File: src/rtl/mem_req_sequencer.sv
// mem_req_sequencer: buffers load/store requests in a small FIFO and issues them
// one at a time to the AXI-Lite master wrapper, returning one tagged response
// per request and flagging transactions that exceed the completion timeout.
module mem_req_sequencer #(
  parameter int unsigned AW      = 32,
  parameter int unsigned DW      = 32,
  parameter int unsigned TW      = 4,
  parameter int unsigned DEPTH   = 4,
  parameter int unsigned TIMEOUT = 1023
) (
  input  logic                   clk,
  input  logic                   reset,
  input  logic                   req_valid,
  output logic                   req_ready,
  input  logic                   req_we,
  input  logic [AW-1:0]          req_addr,
  input  logic [DW-1:0]          req_wdata,
  input  logic [TW-1:0]          req_tag,
  output logic                   rsp_valid,
  input  logic                   rsp_ready,
  output logic                   rsp_we,
  output logic [TW-1:0]          rsp_tag,
  output logic [DW-1:0]          rsp_rdata,
  output logic                   m_exec,
  output logic                   m_we,
  output logic [AW-1:0]          m_address,
  output logic [DW-1:0]          m_data,
  input  logic                   m_fin,
  input  logic [DW-1:0]          m_rdata,
  output logic                   busy,
  output logic                   timeout_err,
  output logic [$clog2(DEPTH):0] level
);

  localparam int unsigned PW = $clog2(DEPTH);
  localparam int unsigned CW = $clog2(TIMEOUT + 1);
  localparam logic [PW:0]   FULL    = (PW+1)'(DEPTH);
  localparam logic [CW-1:0] TMO_MAX = CW'(TIMEOUT);

  typedef enum logic [1:0] {
    S_IDLE  = 2'd0,
    S_ISSUE = 2'd1,
    S_WAIT  = 2'd2
  } state_t;

  typedef struct packed {
    logic          we;
    logic [AW-1:0] addr;
    logic [DW-1:0] wdata;
    logic [TW-1:0] tag;
  } req_t;

  // Request FIFO
  req_t        fifo_mem [DEPTH];
  logic [PW-1:0] wr_ptr;
  logic [PW-1:0] rd_ptr;
  logic [PW:0]   count;
  logic          push;
  logic          pop;
  req_t          head;

  // Sequencer state and registered outputs
  state_t        state, state_nxt;
  logic          m_exec_nxt;
  logic          m_we_nxt;
  logic [AW-1:0] m_address_nxt;
  logic [DW-1:0] m_data_nxt;
  logic [TW-1:0] cur_tag, cur_tag_nxt;
  logic          rsp_valid_nxt;
  logic          rsp_we_nxt;
  logic [TW-1:0] rsp_tag_nxt;
  logic [DW-1:0] rsp_rdata_nxt;
  logic [CW-1:0] tmo_cnt, tmo_cnt_nxt;
  logic          timeout_err_nxt;

  assign req_ready = (count != FULL);
  assign push      = req_valid && req_ready;
  assign head      = fifo_mem[rd_ptr];
  assign level     = count;
  assign busy      = (count != '0) || (state != S_IDLE) || rsp_valid;

  // FIFO storage; contents are don't-care until written, so no reset
  always_ff @(posedge clk) begin
    if (push) begin
      fifo_mem[wr_ptr] <= '{we: req_we, addr: req_addr, wdata: req_wdata, tag: req_tag};
    end
  end

  // FIFO pointers and occupancy; simultaneous push and pop leave count unchanged
  always_ff @(posedge clk or posedge reset) begin
    if (reset) begin
      wr_ptr <= '0;
      rd_ptr <= '0;
      count  <= '0;
    end else begin
      if (push) wr_ptr <= wr_ptr + 1'b1;
      if (pop)  rd_ptr <= rd_ptr + 1'b1;
      case ({push, pop})
        2'b10:   count <= count + 1'b1;
        2'b01:   count <= count - 1'b1;
        default: count <= count;
      endcase
    end
  end

  // Next-state and next-output logic: issue, wait for fin, hold response
  always_comb begin
    state_nxt       = state;
    pop             = 1'b0;
    m_exec_nxt      = 1'b0;
    m_we_nxt        = m_we;
    m_address_nxt   = m_address;
    m_data_nxt      = m_data;
    cur_tag_nxt     = cur_tag;
    rsp_valid_nxt   = rsp_valid;
    rsp_we_nxt      = rsp_we;
    rsp_tag_nxt     = rsp_tag;
    rsp_rdata_nxt   = rsp_rdata;
    tmo_cnt_nxt     = tmo_cnt;
    timeout_err_nxt = timeout_err;

    if (rsp_valid && rsp_ready) begin
      rsp_valid_nxt = 1'b0;
    end

    case (state)
      S_IDLE: begin
        // A held response blocks the next issue
        if ((count != '0) && !rsp_valid) begin
          pop           = 1'b1;
          m_exec_nxt    = 1'b1;
          m_we_nxt      = head.we;
          m_address_nxt = head.addr;
          m_data_nxt    = head.wdata;
          cur_tag_nxt   = head.tag;
          state_nxt     = S_ISSUE;
        end
      end

      S_ISSUE: begin
        tmo_cnt_nxt = '0;
        state_nxt   = S_WAIT;
      end

      S_WAIT: begin
        if (m_fin) begin
          rsp_valid_nxt = 1'b1;
          rsp_we_nxt    = m_we;
          rsp_tag_nxt   = cur_tag;
          rsp_rdata_nxt = m_we ? '0 : m_rdata;
          tmo_cnt_nxt   = '0;
          m_we_nxt      = 1'b0;
          m_address_nxt = '0;
          m_data_nxt    = '0;
          cur_tag_nxt   = '0;
          state_nxt     = S_IDLE;
        end else begin
          // The wrapper cannot abort, so keep waiting and just flag the overrun
          if (tmo_cnt != TMO_MAX) begin
            tmo_cnt_nxt = tmo_cnt + 1'b1;
          end
          if (tmo_cnt_nxt == TMO_MAX) begin
            timeout_err_nxt = 1'b1;
          end
        end
      end

      default: begin
        state_nxt = S_IDLE;
      end
    endcase
  end

  // State and output registers
  always_ff @(posedge clk or posedge reset) begin
    if (reset) begin
      state       <= S_IDLE;
      m_exec      <= 1'b0;
      m_we        <= 1'b0;
      m_address   <= '0;
      m_data      <= '0;
      cur_tag     <= '0;
      rsp_valid   <= 1'b0;
      rsp_we      <= 1'b0;
      rsp_tag     <= '0;
      rsp_rdata   <= '0;
      tmo_cnt     <= '0;
      timeout_err <= 1'b0;
    end else begin
      state       <= state_nxt;
      m_exec      <= m_exec_nxt;
      m_we        <= m_we_nxt;
      m_address   <= m_address_nxt;
      m_data      <= m_data_nxt;
      cur_tag     <= cur_tag_nxt;
      rsp_valid   <= rsp_valid_nxt;
      rsp_we      <= rsp_we_nxt;
      rsp_tag     <= rsp_tag_nxt;
      rsp_rdata   <= rsp_rdata_nxt;
      tmo_cnt     <= tmo_cnt_nxt;
      timeout_err <= timeout_err_nxt;
    end
  end

endmodule

File: config.mk
export PLATFORM = sky130hd
export DESIGN_NAME = mem_req_sequencer
export DESIGN_NICKNAME = d
export VERILOG_FILES = /design/src/rtl/mem_req_sequencer.sv
export SDC_FILE = /design/constraint.sdc
export NUM_CORES = 1
export LEC_CHECK = 0
export ABC_AREA = 1
export CORE_MARGIN = 1
export CORE_UTILIZATION = 55
export DETAILED_ROUTE_END_ITERATION = 12
export GPL_TIMING_DRIVEN = 0
export PLACE_DENSITY = 0.89
export SLEW_MARGIN = 20
export SYNTH_ARGS = -nofsm -noshare
export SYNTH_HDL_FRONTEND = slang
export SYNTH_SLANG_ARGS = --single-unit
File: constraint.sdc
create_clock -name clk -period 5.1 [get_ports clk]
set_input_delay 0.51 -clock clk [delete_from_list [all_inputs] [get_ports clk]]
set_output_delay 0.51 -clock clk [all_outputs]
set_load 0.01 [all_outputs]
==> impl_metrics.py, run 1 <==
metrics = {
    "run_status": {
        "run_status": "finished, final reports clean",
    },
    "pwr": {
        "internal_power_uw": 8294,
        "netSwitchingPower_uw": 4783,
        "ir_drop_mv": 0.3547,
        "post-layout-total-power_uw": 13080,
        "power.switching_fraction_pct": 36.58,
        "seq_power_share_pct": 37.1,
        "power_density_mw_per_mm2": 647.0,
        "comb_power_share_pct": 39.6,
        "pwr-share-clk_pct": 23.3,
        "leakage_uw": 0.007891,
    },
    "synth": {
        "yosysWarningCount": 0,
        "syn_std_cell_area_mm2": 0.01582,
        "number_of_different_library_cells_in_the_post_synthesis_netlist": 29,
        "synthAdderAreaFrac_pct": 0.9173,
        "parity_gate_share_of_the_synthesized_area_counting_xor_and_xnor_cells_pct": 0.3321,
        "yosysTopAreaCell": "sky130_fd_sc_hd__edfxtp_1",
        "synth_flop_cell": "sky130_fd_sc_hd__edfxtp_1",
        "async_reset_ff_share_pct": 31.68,
        "post_synth_inst_count": 1301,
        "postSynthAreaPerCell_um2": 12.16,
        "synth_seq_cells": 404,
        "synth-compound-area-share_pct": 5.527,
        "number_of_enable_flip_flop_cells_after_synthesis": 276,
        "synth_simple_gate_area_share_pct": 17.36,
        "part_of_the_yosys_area_used_for_sequential_elements_pct": 72.62,
        "yosys.cell_count.top_type": "sky130_fd_sc_hd__nand2_1",
        "netlist_top_cells_count": "375 x sky130_fd_sc_hd__nand2_1, 276 x sky130_fd_sc_hd__edfxtp_1, 213 x sky130_fd_sc_hd__nand3_1",
        "synth_mux_area_share_pct": 0,
        "post_synth_main_area_contributors": "sky130_fd_sc_hd__edfxtp_1 52%, sky130_fd_sc_hd__dfrtp_1 20%, sky130_fd_sc_hd__nand2_1 8.9%, sky130_fd_sc_hd__nand3_1 6.7%, sky130_fd_sc_hd__a22o_1 1.9%",
        "combinational_family_with_the_most_area_after_synthesis": "simple AND/OR/NAND/NOR gates",
        "yosys.area.top_type_share_pct": 52.38,
        "postSynthNetCount": 1418,
    },
    "critical_path": {
        "r2r_slack_ps": 2620,
        "critical-path-max-stage-delay_ps": 550,
        "crit_path_cell_trace": "inv_1, ha_1, inv_1, nor2_1, nand2_1, clkdlybuf4s50_1",
        "critPathCapture": "busy",
        "worst_r2r_path_depth": 10,
        "cp-startpoint": "state[0]",
        "path_class": "flip-flop to output port",
        "path_max_fanout": 4,
        "cp.required_ps": 4590,
        "critPathCaptureType": "output port",
        "critPathMostFrequentCell": "sky130_fd_sc_hd__inv_1",
        "timing.critical_path.slowest_stage_cell": "sky130_fd_sc_hd__clkdlybuf4s50_1",
        "setup.worst_path.start_class": "flip-flop",
        "critical_path.reg2reg.endpoint": "m_address[24]",
        "worst_ep_arrival_time_ps": 2080,
        "reg2reg_from": "state[0]",
    },
    "cells_and_area": {
        "fillerInstances": 1747,
        "finalCoreUtilization_pct": 72.16,
        "stdcell_area_mm2": 0.02021,
        "total_area_of_sequential_cells_mm2": 0.01149,
        "final_net_count": 1690,
        "area_occupied_by_multi_input_gates_mm2": 0.003849,
        "area_growth_pct": 27.74,
        "drive_above_1_share_pct": 10.46,
    },
    "place": {
        "detailedPlacementHpwl_um": 25350,
        "port_buffers": 215,
        "placement.cell_area_mm2": 0.01883,
        "gpl.final_weighted_congestion": 0.8470,
    },
    "clock_tree": {
        "cts_hold_buffers": 0,
        "cts-htree-levels": 2,
        "cts_setup_buffers": 0,
        "worst_setup_hold_path_clk_slew_ps": 60,
        "clkLatencyLatePin_ps": 540,
        "clock_path_buffers": 3,
        "num_cts_buffers": 41,
        "post_cts_resize_count": 0,
        "tritoncts": "built",
        "clock_tree.root_cell": "sky130_fd_sc_hd__clkbuf_16",
        "cts_sinks": 404,
    },
    "detailed_routing": {
        "drt_iter0_markers": 862,
        "remaining_drc_errors": 0,
        "routed_wire_length_per_instance_um": 20.24,
        "detailedRoute.firstPassIterationCount": 5,
        "wirelength_um": 40180,
        "via_per_inst": 5.721,
        "route.vias.total": 11360,
        "ant_nets": 0,
    },
    "die": {
        "start_util_pct": 56.49,
        "design.core.area_mm2": 0.02801,
        "design.portCount": 216,
        "dieArea_mm2": 0.02945,
        "floorplan.rows": 61,
        "die_width_um": 171.6,
        "chipHeight_um": 171.6,
    },
    "timing": {
        "max_freq_mhz": 386.0,
        "worst_slew_pin_slew_ps": 670.3,
        "final.setup_skew_ps": 20.79,
        "setup_violations": 0,
        "finalSetupTns_ps": 0,
        "final_min_period_over_clock_period_pct": 50.80,
        "fin_crit_ps": 2591,
        "finalHoldViolCount": 0,
        "setup_repair_after_global_routing_missed_its_margin": "no",
        "maxSlewHeadroom_pct": 55.32,
        "final_max_slew_viol_count": 0,
    },
    "global_routing": {
        "gr-total-overflow": 0,
        "global_route_wire_length_before_repair_um": 60810,
        "antenna_violations_before_repair": 1,
        "grt_pass1_vias": 11280,
        "gr-usage-all-layers_pct": 27.49,
        "grt_max_degree": 71,
    },
    "hold_path": {
        "hp-class": "primary input to asynchronous set/reset pin",
    },
    "flow_run": {
        "max_cap_viol_count": 0,
    },
}
critical path, delay by kind of cell (launching register included):
| family | cells | cell delay [ps] |
|---|---|---|
| fa+ha+maj | 1 | 230 |
| buf+inv | 3 | 800 |
| flops | 1 | 360 |
| simple gates | 2 | 160 |
layout make-up:
| cell class | count | share of cell area (%) |
|---|---|---|
| Inverter | 36 | 0.7057 |
| Sequential cell | 404 | 56.85 |
| Buffer | 74 | 1.870 |
| Clock inverter | 25 | 1.424 |
| Timing Repair Buffer | 229 | 12.34 |
| Multi-Input combinational cell | 787 | 19.04 |
| Antenna cell | 1 | 0.01238 |
| Clock buffer | 51 | 5.410 |
| Tap cell | 378 | 2.340 |
sequential cells by signal (all words and copies together) (netlist names), 3 cells and up:
register   flops
level          3
m_data        32
fifo_mem     276
m_address     32
rsp_tag        4
rsp_rdata     32
tmo_cnt       10
cur_tag        4
how the worst min path moves through the flow:
stage / to / slack, ps / cells after the start
after floorplan: cur_tag[0] / 460 / 2
after global placement: timeout_err / 450 / 2
after detailed placement: timeout_err / 470 / 2
after CTS: m_address[25] / 420 / 2
after global routing: m_address[25] / 450 / 2
final: rsp_rdata[5] / 420 / 2
layout by cell type (no fill, tap or decap), types with 6 or more instances in the layout:
| cell | netlist | layout |
|---|---|---|
| sky130_fd_sc_hd__nand2_1 | 375 | 375 |
| sky130_fd_sc_hd__edfxtp_1 | 276 | 276 |
| sky130_fd_sc_hd__clkdlybuf4s50_1 | 0 | 215 |
| sky130_fd_sc_hd__nand3_1 | 213 | 213 |
| sky130_fd_sc_hd__dfrtp_1 | 128 | 128 |
| sky130_fd_sc_hd__o21ai_1 | 46 | 46 |
| sky130_fd_sc_hd__clkbuf_1 | 37 | 44 |
| sky130_fd_sc_hd__clkbuf_16 | 0 | 41 |
| sky130_fd_sc_hd__a22o_1 | 34 | 34 |
| sky130_fd_sc_hd__inv_1 | 30 | 29 |
| sky130_fd_sc_hd__buf_2 | 26 | 26 |
| sky130_fd_sc_hd__o21ai_0 | 21 | 21 |
| sky130_fd_sc_hd__o21ai_2 | 20 | 20 |
| sky130_fd_sc_hd__nor2_1 | 23 | 19 |
| sky130_fd_sc_hd__nand2_2 | 16 | 16 |
| sky130_fd_sc_hd__a21oi_1 | 10 | 10 |
| sky130_fd_sc_hd__ha_1 | 10 | 10 |
| sky130_fd_sc_hd__buf_6 | 9 | 9 |
| sky130_fd_sc_hd__buf_16 | 0 | 9 |
| sky130_fd_sc_hd__clkinv_2 | 0 | 8 |
| sky130_fd_sc_hd__inv_2 | 6 | 6 |
stage by stage:
| step | worst slack (ps) | std cells | hold slack [ps] |
|---|---|---|---|
| 2_1_floorplan | 872.5 | 1301 | 461.2 |
| 3_3_place_gp | -1718 | 1894 | 451.7 |
| 3_5_place_dp | 2390 | 1908 | 466.4 |
| 4_1_cts | 2493 | 1984 | 417.1 |
| 5_1_grt | 2388 | 1984 | 449.7 |
| 6_report | 2509 | 1985 | 423.0 |
power by group through the flow:
| stage | clock network (uW) | logic (uW) | registers, uW |
|---|---|---|---|
| floorplan | 0 | 2700 | 5060 |
| CTS | 3070 | 5180 | 4840 |
| finish | 3040 | 5180 | 4850 |
| global placement | 0 | 4770 | 4940 |
| detailed placement | 0 | 5110 | 4890 |
| global route | 3200 | 5620 | 4920 |
cells by family (layout without fill, tap and decap cells):
kind of cell,count (synthesis),in the layout
and+or+nand+nor,638,638
DFF,404,404
other,0,1
buffers and inverters,110,415
adders and majority gates,11,11
AOI/OAI and AO/OA,132,132
xor gates and xnor gates,6,6
per-layer routing:
metal	global-route usage (%)	part of all wire (%)	routed length (um)
met1	34.80	37	14930
met5	0	0	0
met3	5.269	10	4169
met4	10.71	2.9	1160
met2	46.84	50	19920
(Power assumes the default switching activity.)
==> run 2, diff against run 1 <==
==> constraint.sdc (replaced) <==
create_clock -name clk -period 2.5 [get_ports clk]
set_input_delay 0.25 -clock clk [delete_from_list [all_inputs] [get_ports clk]]
set_output_delay 0.25 -clock clk [all_outputs]
set_load 0.01 [all_outputs]
==> impl_metrics.py, run 2 (synthesis results as in run 1) <==
metrics = {
    "run_status": {
        "run_status": "finished, final reports clean",
    },
    "critical_path": {
        "critPathMostFrequentCell": "sky130_fd_sc_hd__inv_1",
        "critical-path-max-stage-delay_ps": 560,
        "r2r_slack_ps": 190,
        "crit_path_cell_trace": "inv_1, ha_1, inv_1, nor2_1, nand2_1, clkdlybuf4s50_1",
        "reg2reg_from": "state[0]",
        "timing.critical_path.slowest_stage_cell": "sky130_fd_sc_hd__clkdlybuf4s50_1",
        "critical_path.reg2reg.endpoint": "m_address[9]",
        "path_max_fanout": 4,
        "worst_ep_arrival_time_ps": 2090,
        "critical_path_buffer_and_inverter_count": 3,
        "path_class": "flip-flop to output port",
        "critPathCaptureType": "output port",
        "cp.required_ps": 2250,
        "worst_r2r_path_depth": 10,
        "path_delay_family": "buffers and inverters",
        "setup.worst_path.start_class": "flip-flop",
    },
    "detailed_routing": {
        "wirelength_um": 39700,
        "remaining_drc_errors": 0,
        "routed_wire_length_per_instance_um": 19.92,
        "ant_nets": 0,
        "detailedRoute.firstPassIterationCount": 8,
        "drt_iter0_markers": 1097,
        "via_per_inst": 5.716,
        "route.vias.total": 11390,
    },
    "place": {
        "gpl.final_weighted_congestion": 0.8435,
        "detailedPlacementHpwl_um": 26140,
        "placement.cell_area_mm2": 0.01886,
        "port_buffers": 215,
    },
    "clock_tree": {
        "clkLatencyLatePin_ps": 530,
        "worst_setup_hold_path_clk_slew_ps": 60,
        "clock_tree.root_cell": "sky130_fd_sc_hd__clkbuf_16",
        "cts_sinks": 404,
        "cts-htree-levels": 2,
        "cts_hold_buffers": 0,
        "num_cts_buffers": 41,
        "clock_path_buffers": 3,
        "tritoncts": "built",
    },
    "timing": {
        "final_max_slew_viol_count": 0,
        "worst_slew_pin_slew_ps": 616.5,
        "final.setup_skew_ps": 13.29,
        "maxSlewHeadroom_pct": 58.90,
        "setup_repair_after_global_routing_missed_its_margin": "no",
        "fin_crit_ps": 2337,
        "finalSetupTns_ps": 0,
        "final_min_period_over_clock_period_pct": 93.46,
        "setup_violations": 0,
        "max_freq_mhz": 428.0,
        "finalHoldViolCount": 0,
    },
    "cells_and_area": {
        "area_growth_pct": 28.29,
        "max_ffs_per_register": 276,
        "drive_above_1_share_pct": 10.81,
        "layout.cells.most_common": "sky130_fd_sc_hd__nand2_1",
        "finalCoreUtilization_pct": 72.47,
        "largest-register": "fifo_mem",
        "stdcell_area_mm2": 0.02030,
        "mostFrequentLayoutCells": "374 x sky130_fd_sc_hd__nand2_1, 276 x sky130_fd_sc_hd__edfxtp_1, 215 x sky130_fd_sc_hd__clkdlybuf4s50_1",
        "final_net_count": 1695,
    },
    "pwr": {
        "power_density_mw_per_mm2": 1315,
        "ir_drop_mv": 0.7748,
        "leakage_uw": 0.007936,
    },
    "global_routing": {
        "grt_pass1_vias": 11320,
        "grt_max_degree": 35,
        "antenna_violations_before_repair": 7,
        "gr-usage-all-layers_pct": 27.13,
        "global_route_wire_length_before_repair_um": 60200,
        "gr-total-overflow": 0,
    },
    "die": {
        "start_util_pct": 56.49,
        "design.portCount": 216,
        "design.core.area_mm2": 0.02801,
        "dieArea_mm2": 0.02945,
        "chipHeight_um": 171.6,
        "die_width_um": 171.6,
        "floorplan.rows": 61,
    },
    "flow_run": {
        "max_cap_viol_count": 0,
    },
    "hold_path": {
        "hp-class": "primary input to asynchronous set/reset pin",
    },
}
run 2: area by class of cell:
class | instances | area, um^2
buffer | 74 | 379.1
clock inverter | 21 | 246.5
antenna | 5 | 12.51
sequential | 404 | 11490
tap | 378 | 473.0
multi-input combinational | 787 | 3851
clock buffer | 54 | 1157
fill | 1686 | 7711
timing repair buffer | 234 | 2550
inverter | 36 | 138.9
run 2: routing by layer:
| metal | global-route usage, % | vias to the layer above | wire [um] |
|---|---|---|---|
| met2 | 46.59 | 656 | 19730 |
| met1 | 33.34 | 5512 | 14670 |
| met4 | 12.03 | 2 | 1359 |
| li1 | - | 5104 | - |
| met3 | 5.292 | 118 | 3925 |
| met5 | 0 | - | 13 |
run 2: report_power, final:
part / total (uW) / internal, uW / switching [uW]
registers: 9910 / 9120 / 789
logic: 10500 / 4150 / 6340
clock network: 6300 / 3790 / 2500
total: 26700 / 17100 / 9630
run 2: worst max path at each step:
stage                          from               to  slack [ps]  cells past startpoint
after floorplan            level[0]   fifo_mem[0][0]        -610                      4
after global placement    req_valid  fifo_mem[1][23]       -2060                      3
after detailed placement  req_valid  fifo_mem[2][26]          -3                      5
after CTS                  level[0]  fifo_mem[2][29]          30                      6
after global routing       state[0]     m_address[9]          20                     10
final                      state[0]             busy         160                      6
run 2: worst reg2reg max path, delay by kind of cell (launching register included):
kind / cells / cell delay, ps
AO/OA/AOI/OAI: 2 / 190
adder cells (fa/ha/maj): 1 / 330
buffers and inverters: 5 / 1050
flip-flops: 1 / 380
AND/OR/NAND/NOR: 2 / 240
run 2: repair_timing:
action | CTS | global route
gates resized for setup | 0 | 3
setup endpoints to repair | 0 | 45
setup buffers | 0 | 2
run 2: per-stage QoR:
step / setup WS, ps / power [uW] / std cells / hold WS [ps]
after floorplan: -613.2 / 15800 / 1301 / 348.9
after global placement: -2063 / 19690 / 1894 / 447.1
after detailed placement: -2.615 / 20350 / 1911 / 472.5
after CTS: 32.10 / 26700 / 1986 / 97.21
after global routing: 15.75 / 28000 / 1991 / 136.7
final: 163.5 / 26700 / 1993 / 99.69
